File: config.mk
export PLATFORM = sky130hd
export DESIGN_NAME = dwt_column_sequencer
export DESIGN_NICKNAME = d
export VERILOG_FILES = /design/src/rtl/dwt_column_sequencer.sv
export SDC_FILE = /design/constraint.sdc
export NUM_CORES = 1
export LEC_CHECK = 0
export CORE_MARGIN = 1.5
export CORE_UTILIZATION = 45
export CTS_CLUSTER_DIAMETER = 60
export DETAILED_ROUTE_END_ITERATION = 10
export HOLD_SLACK_MARGIN = 0.03
export PLACE_DENSITY = 0.74
export SLEW_MARGIN = 20
export SYNTH_ARGS = -nofsm -noshare
export SYNTH_HDL_FRONTEND = slang
export SYNTH_SLANG_ARGS = --single-unit
File: constraint.sdc
create_clock -name clk_i -period 3.4 [get_ports clk_i]
set_clock_uncertainty 0.05 [all_clocks]
set_input_delay 0.51 -clock clk_i [delete_from_list [all_inputs] [get_ports clk_i]]
set_output_delay 0.51 -clock clk_i [all_outputs]
set_load 0.01 [all_outputs]
File: src/rtl/dwt_column_sequencer.sv
// dwt_column_sequencer
// Column-pass scheduler for the 9/7 DWT. Walks a stored frame row-pair by
// row-pair, adds two symmetric-extension lines at the top and two at the
// bottom, and feeds a {odd, even} stream with sof/eol framing through a
// 2-entry output FIFO. Reads are credit-limited so that no more than two
// beats are ever outstanding between memory and the consumer.
// Optional build macro: DWT_COLSEQ_CHECK_EN validates height/width at start
// and pulses err_o on a rejected start; without it every start is accepted.
module dwt_column_sequencer #(
  parameter int DataWidth       = 16,
  parameter int MaximumSideSize = 32,
  parameter int IdxWidth        = $clog2(MaximumSideSize)
) (
  input  logic                   clk_i,
  input  logic                   rst_i,
  input  logic                   start_i,
  input  logic [IdxWidth:0]      height_i,
  input  logic [IdxWidth:0]      width_i,
  output logic                   busy_o,
  output logic                   done_o,
  output logic                   err_o,
  output logic                   rd_en_o,
  output logic [IdxWidth-1:0]    rd_row_even_o,
  output logic [IdxWidth-1:0]    rd_row_odd_o,
  output logic [IdxWidth-1:0]    rd_col_o,
  input  logic [DataWidth-1:0]   rd_even_data_i,
  input  logic [DataWidth-1:0]   rd_odd_data_i,
  input  logic                   m_ready_i,
  output logic                   m_valid_o,
  output logic                   m_sof_o,
  output logic                   m_eol_o,
  output logic [2*DataWidth-1:0] m_data_o
);

  typedef enum logic [2:0] {
    IDLE,
    PREFIX,
    BODY,
    SUFFIX,
    DRAIN
  } state_e;

  typedef struct packed {
    logic                   sof;
    logic                   eol;
    logic [2*DataWidth-1:0] data;
  } beat_t;

  localparam logic [IdxWidth-1:0] IdxOne  = IdxWidth'(1);
  localparam logic [IdxWidth:0]   SizeOne = (IdxWidth+1)'(1);
  localparam logic [IdxWidth:0]   SizeTwo = (IdxWidth+1)'(2);

  state_e              state_q, state_d;
  logic [IdxWidth-1:0] line_q, line_d;
  logic [IdxWidth-1:0] col_q, col_d;
  logic [IdxWidth-1:0] w_last_q, w_last_d;
  logic [IdxWidth-1:0] h_half_last_q, h_half_last_d;
  logic [IdxWidth-1:0] h_m2_q, h_m2_d;
  logic                inflight_q, inflight_d;
  logic                sof_pend_q, sof_pend_d;
  logic                eol_pend_q, eol_pend_d;
  beat_t               head_q, head_d;
  beat_t               tail_q, tail_d;
  logic [1:0]          count_q, count_d;

  logic                active;
  logic                issue;
  logic                pop;
  logic                push;
  logic                last_col;
  logic                last_line;
  logic                drain_done;
  logic                can_start;
  logic                start_ok;
  logic                params_ok;
  logic [2:0]          occupancy;
  logic [IdxWidth-1:0] row_even;
  logic [IdxWidth-1:0] row_odd;
  beat_t               push_beat;

`ifdef DWT_COLSEQ_CHECK_EN
  localparam logic [IdxWidth:0] MaxSide   = (IdxWidth+1)'(MaximumSideSize);
  localparam logic [IdxWidth:0] MinHeight = (IdxWidth+1)'(6);

  logic err_q, err_d;

  // Accept only even heights of at least six rows and non-empty frames that fit
  always_comb begin
    params_ok = !height_i[0] && (height_i >= MinHeight) && (height_i <= MaxSide) &&
                (width_i != '0) && (width_i <= MaxSide);
    err_d     = can_start && start_i && !params_ok;
  end

  // Error pulse register, one cycle after the rejected start
  always_ff @(posedge clk_i) begin
    if (rst_i) begin
      err_q <= 1'b0;
    end else begin
      err_q <= err_d;
    end
  end

  assign err_o = err_q;
`else
  assign params_ok = 1'b1;
  assign err_o     = 1'b0;
`endif

  // Read credit: FIFO entries plus the in-flight read, a pop this cycle frees a slot
  always_comb begin
    active    = (state_q == PREFIX) || (state_q == BODY) || (state_q == SUFFIX);
    pop       = (count_q != 2'd0) && m_ready_i;
    push      = inflight_q;
    occupancy = {1'b0, count_q} + {2'b00, inflight_q};
    issue     = active && (occupancy < (3'd2 + {2'b00, pop}));
    last_col  = (col_q == w_last_q);
    last_line = (state_q == BODY) ? (line_q == h_half_last_q) : (line_q == IdxOne);
  end

  // Row pair addressed by the current line, including the mirrored edge lines
  always_comb begin
    row_even = '0;
    row_odd  = '0;
    unique case (state_q)
      PREFIX: begin
        if (line_q == '0) begin
          row_even = IdxWidth'(4);
          row_odd  = IdxWidth'(3);
        end else begin
          row_even = IdxWidth'(2);
          row_odd  = IdxWidth'(1);
        end
      end
      BODY: begin
        row_even = {line_q[IdxWidth-2:0], 1'b0};
        row_odd  = {line_q[IdxWidth-2:0], 1'b1};
      end
      SUFFIX: begin
        if (line_q == '0) begin
          row_even = h_m2_q;
          row_odd  = h_m2_q - IdxWidth'(1);
        end else begin
          row_even = h_m2_q - IdxWidth'(2);
          row_odd  = h_m2_q - IdxWidth'(3);
        end
      end
      default: begin
      end
    endcase
  end

  // Sequencer next state: line/column walk, state changes and frame start
  always_comb begin
    state_d       = state_q;
    line_d        = line_q;
    col_d         = col_q;
    w_last_d      = w_last_q;
    h_half_last_d = h_half_last_q;
    h_m2_d        = h_m2_q;
    inflight_d    = issue;
    sof_pend_d    = sof_pend_q;
    eol_pend_d    = eol_pend_q;

    drain_done = (state_q == DRAIN) && (count_q == 2'd0) && !inflight_q;
    can_start  = (state_q == IDLE) || drain_done;
    start_ok   = can_start && start_i && params_ok;

    if (issue) begin
      sof_pend_d = (state_q == PREFIX) && (line_q == '0) && (col_q == '0);
      eol_pend_d = last_col;
    end

    unique case (state_q)
      PREFIX, BODY, SUFFIX: begin
        if (issue) begin
          if (last_col) begin
            col_d = '0;
            if (last_line) begin
              line_d = '0;
              unique case (state_q)
                PREFIX:  state_d = BODY;
                BODY:    state_d = SUFFIX;
                default: state_d = DRAIN;
              endcase
            end else begin
              line_d = line_q + IdxOne;
            end
          end else begin
            col_d = col_q + IdxOne;
          end
        end
      end
      DRAIN: begin
        if (drain_done) begin
          state_d = IDLE;
        end
      end
      default: begin
      end
    endcase

    if (start_ok) begin
      state_d       = PREFIX;
      line_d        = '0;
      col_d         = '0;
      w_last_d      = IdxWidth'(width_i - SizeOne);
      h_half_last_d = IdxWidth'((height_i >> 1) - SizeOne);
      h_m2_d        = IdxWidth'(height_i - SizeTwo);
    end
  end

  // Output FIFO: head register drives the stream, tail holds the second entry
  always_comb begin
    head_d    = head_q;
    tail_d    = tail_q;
    count_d   = count_q;
    push_beat = {sof_pend_q, eol_pend_q, rd_odd_data_i, rd_even_data_i};
    unique case ({push, pop})
      2'b11: begin
        if (count_q == 2'd1) begin
          head_d = push_beat;
        end else begin
          head_d = tail_q;
          tail_d = push_beat;
        end
      end
      2'b10: begin
        if (count_q == 2'd0) begin
          head_d = push_beat;
        end else begin
          tail_d = push_beat;
        end
        count_d = count_q + 2'd1;
      end
      2'b01: begin
        head_d  = tail_q;
        count_d = count_q - 2'd1;
      end
      default: begin
      end
    endcase
  end

  // State register; reset drops the frame, the FIFO and any in-flight read
  always_ff @(posedge clk_i) begin
    if (rst_i) begin
      state_q       <= IDLE;
      line_q        <= '0;
      col_q         <= '0;
      w_last_q      <= '0;
      h_half_last_q <= '0;
      h_m2_q        <= '0;
      inflight_q    <= 1'b0;
      sof_pend_q    <= 1'b0;
      eol_pend_q    <= 1'b0;
      head_q        <= '0;
      tail_q        <= '0;
      count_q       <= 2'd0;
    end else begin
      state_q       <= state_d;
      line_q        <= line_d;
      col_q         <= col_d;
      w_last_q      <= w_last_d;
      h_half_last_q <= h_half_last_d;
      h_m2_q        <= h_m2_d;
      inflight_q    <= inflight_d;
      sof_pend_q    <= sof_pend_d;
      eol_pend_q    <= eol_pend_d;
      head_q        <= head_d;
      tail_q        <= tail_d;
      count_q       <= count_d;
    end
  end

  assign busy_o        = (state_q != IDLE) && !drain_done;
  assign done_o        = drain_done;
  assign rd_en_o       = issue;
  assign rd_row_even_o = row_even;
  assign rd_row_odd_o  = row_odd;
  assign rd_col_o      = col_q;
  assign m_valid_o     = (count_q != 2'd0);
  assign m_sof_o       = head_q.sof;
  assign m_eol_o       = head_q.eol;
  assign m_data_o      = head_q.data;

endmodule

==> results of run 1 <==
-- per-stage QoR --
stage	instance area [um2]	utilization, %	hold WS (ps)
3_3_place_gp	5917	57.31	390.7
3_5_place_dp	5917	57.31	398.3
6_report	6145	59.52	411.6
2_1_floorplan	4781	-	386.1
5_1_grt	6145	59.52	434.0
4_1_cts	6127	59.35	411.5
-- layout make-up --
class | instances | area (um2)
well taps | 136 | 170.2
multi-input cells | 424 | 2604
inverters | 22 | 82.58
flip-flops and latches | 97 | 1947
repair buffers | 116 | 1132
fillers | 921 | 4179
clock inverters | 7 | 85.08
clock buffers | 9 | 123.9
-- state kept, by name, summed over array words and instances, names as in the netlist, 2 cells and up --
signal         count
rd_col_o           5
w_last_q           5
line_q             5
tail_q            34
count_q            2
m_data_o          32
state_q            3
h_half_last_q      5
-- worst max path at each step --
stage | startpoint | endpoint | slack (ps) | cells after the start
global placement | m_ready_i | rd_en_o | 240 | 6
detailed placement | m_ready_i | state_q[2]$_SDFFE_PP0P_ | 160 | 6
floorplan | count_q[0]$_SDFFE_PP0N_ | state_q[2]$_SDFFE_PP0P_ | 390 | 8
finish | line_q[0]$_SDFFE_PP0P_ | rd_row_odd_o[4] | 130 | 9
CTS | inflight_q$_SDFF_PP0_ | rd_en_o | 8 | 6
global route | line_q[0]$_SDFFE_PP0P_ | rd_row_odd_o[4] | 6 | 9
-- metal layers --
layer  wire length (um)  track usage (%)  share of wire (%)
met5                  0                0                  0
met4                242            7.336                2.0
met3                473            4.476                3.8
met2               5957            38.40                 48
met1               5693            28.77                 46
-- critical path, delay by kind of cell (launching register included) --
| kind | cells | cell delay [ps] |
|---|---|---|
| AND/OR/NAND/NOR | 2 | 280 |
| adder cells (fa/ha/maj) | 2 | 610 |
| XOR/XNOR | 1 | 90 |
| buffers and inverters | 3 | 840 |
| AO/OA/AOI/OAI | 1 | 170 |
| flip-flops | 1 | 370 |
-- what timing repair did --
item | in CTS | in global routing
hold buffers | 0 | 0
resized for setup | 2 | 8
setup endpoints to repair | 2 | 4
-- power by group through the flow --
stage | combinational [W] | clock, W | sequential (W)
after floorplan | 0.000876 | 0 | 0.00152
after global placement | 0.00153 | 0 | 0.00147
after global routing | 0.00174 | 0.000857 | 0.00148
final | 0.00157 | 0.000795 | 0.00146
after detailed placement | 0.00156 | 0 | 0.00148
after CTS | 0.00157 | 0.000815 | 0.00145
-- cells in the mapped netlist (3+ instances only) --
cell type / count
a211oi_1: 25
a21oi_1: 62
a221oi_1: 35
buf_1: 3
clkbuf_1: 43
dfxtp_1: 97
ha_1: 16
inv_1: 21
mux2i_1: 14
nand2_1: 85
nand3_1: 7
nand4_1: 3
nor2_1: 69
nor3_1: 30
nor4_1: 3
nor4b_1: 3
nor4bb_1: 3
o2111ai_1: 3
o211ai_1: 5
o21ai_0: 7
xnor2_1: 18
xor2_1: 8
-- cell families after synthesis --
group           after synthesis  share of synthesized area (%)
xor+xnor                     26                          4.763
fa+ha+maj                    17                          4.606
mux                          15                          3.167
flops                        97                          40.62
simple gates                216                          19.92
compound gates              149                          21.25
other cells                   1                        0.07844
buf+inv                      70                          5.600
==> flow_summary.ini, run 1 <==
[hold_path]
worst_hold_path.endpoint = tail_q[28]$_SDFFE_PP0P_
hold_class = reg2reg
hold_path_depth = 2
min_from = tail_q[28]$_SDFFE_PP0P_

[power]
p_switching_w = 0.001428
switching_share_pct = 37.34
ir_drop_mv = 0.3484
p_leak_nw = 2.215
clkPwrFrac_pct = 20.8
p_seq_share_pct = 38.1
finalPower_w = 0.003824
share_comb_of_total_power_pct = 41.2
power_density_nw_per_um2 = 622.4
intPower_w = 0.002396

[global_route]
grt_usage_pct = 22.61
overflow = 0
grt_pass1_wl_um = 20840
antenna_found_initial = 0
first_global_vias = 4411
grt_max_degree = 43

[worst_setup_path]
cp_cell_sequence = inv_1 -> ha_1 -> nor4b_1 -> buf_4 -> fa_1 -> nor3_2 -> xnor2_1 -> a21oi_1 -> clkdlybuf4s50_1
rr_endpoint = state_q[2]$_SDFFE_PP0P_
worst_path_max_delay_cell = clkdlybuf4s50_1
max_stage_delay_ps = 560
crit_fanout = 8
reg2regPathDepth = 7
required_ps = 2840
reg2reg_setup_slack_ps = 470
path_class = reg2out
r2r-start = count_q[1]$_SDFFE_PP0N_
critPathArrivalTime_ps = 2710
cp-end-kind = output pin
start_kind = flip-flop

[sta]
fin_crit_sh_pct = 96.31
worstMarginPinSlew_ps = 756.0
setup_viol = 0
max_freq_mhz = 305.4
rsz0062_at_grt = false
max-slew-margin-rel_pct = 49.38
finalSetupTns_ps = 0
fin_ws_ps = 125.5
report.final.slew_viol_count = 0
fin_crit_ps = 3275
hold_viol = 0

[clocking]
post-cts-setup-buffers = 0
cts_max_level = 3
cts-root-buf = clkbuf_8
worstSkewPairLatency_ps = 370
cts_tree = built
cts_buffer_depth = 2
clock_sinks = 97
cts_buffers = 9
clk_pin_slew_ps = 100

[synth]
ys_ff_latch = 97
netlist_instances = 591
synth_edf_count = 0
yosys.area.top_type = dfxtp_1
synth_ff_type = dfxtp_1
avgSynthCellArea_um2 = 8.089
synthArstFlopShare_pct = 0
synth_area_leaders = dfxtp_1 41%, nand2_1 6.7%, a21oi_1 6.5%
synth_area_um2 = 4781
synth_top_area_share_pct = 40.62
ys_seq_area_share_pct = 40.62
yosysWarnings = 0
synth_nets = 656
yosys.cell_types.count = 49

[placement]
place.gp.congestion = 0.8141
dp.cells = 795
portBuffers = 99
hpwl_um = 8345
preCtsSetupSlack_ps = 158.3

[die]
die_w_um = 106.1
core_area_um2 = 10320
num_rows = 37
die_area_um2 = 11250
ios = 102
die_h_um = 106.1
initial_core_util_pct = 46.31

[finish]
drive_above_1_share_pct = 7.111
fin_cells = 811
syn_to_final_growth_pct = 28.53
fin_nets = 735
diodes = 0
mostFrequentLayoutCells = 94 x clkdlybuf4s50_1, 93 x dfxtp_1, 85 x nand2_1
layout_commonest_cell = clkdlybuf4s50_1

[job]
max-cap-violations = 0

[detailed_routing]
ant_nets = 0
wl_per_cell_um = 15.25
vias = 4552
drt_iter0_drc = 238
via_per_inst = 5.613
drc = 0
firstDrtPassIters = 4
totalWireLength_um = 12370

[outcome]
status = complete, no violations
Power figures use the tool's default switching activity.
==> run 2, diff against run 1 <==
--- a/config.mk
+++ b/config.mk
@@ -8,8 +8,9 @@
 export CORE_MARGIN = 1.5
 export CORE_UTILIZATION = 45
 export CTS_CLUSTER_DIAMETER = 60
+export CTS_CLUSTER_SIZE = 8
 export DETAILED_ROUTE_END_ITERATION = 10
-export HOLD_SLACK_MARGIN = 0.03
+export HOLD_SLACK_MARGIN = 0.05
 export PLACE_DENSITY = 0.74
 export SLEW_MARGIN = 20
 export SYNTH_ARGS = -nofsm -noshare
==> results of run 2 <==
No change in the layout: final DEF, timing and power equal those of run 1.
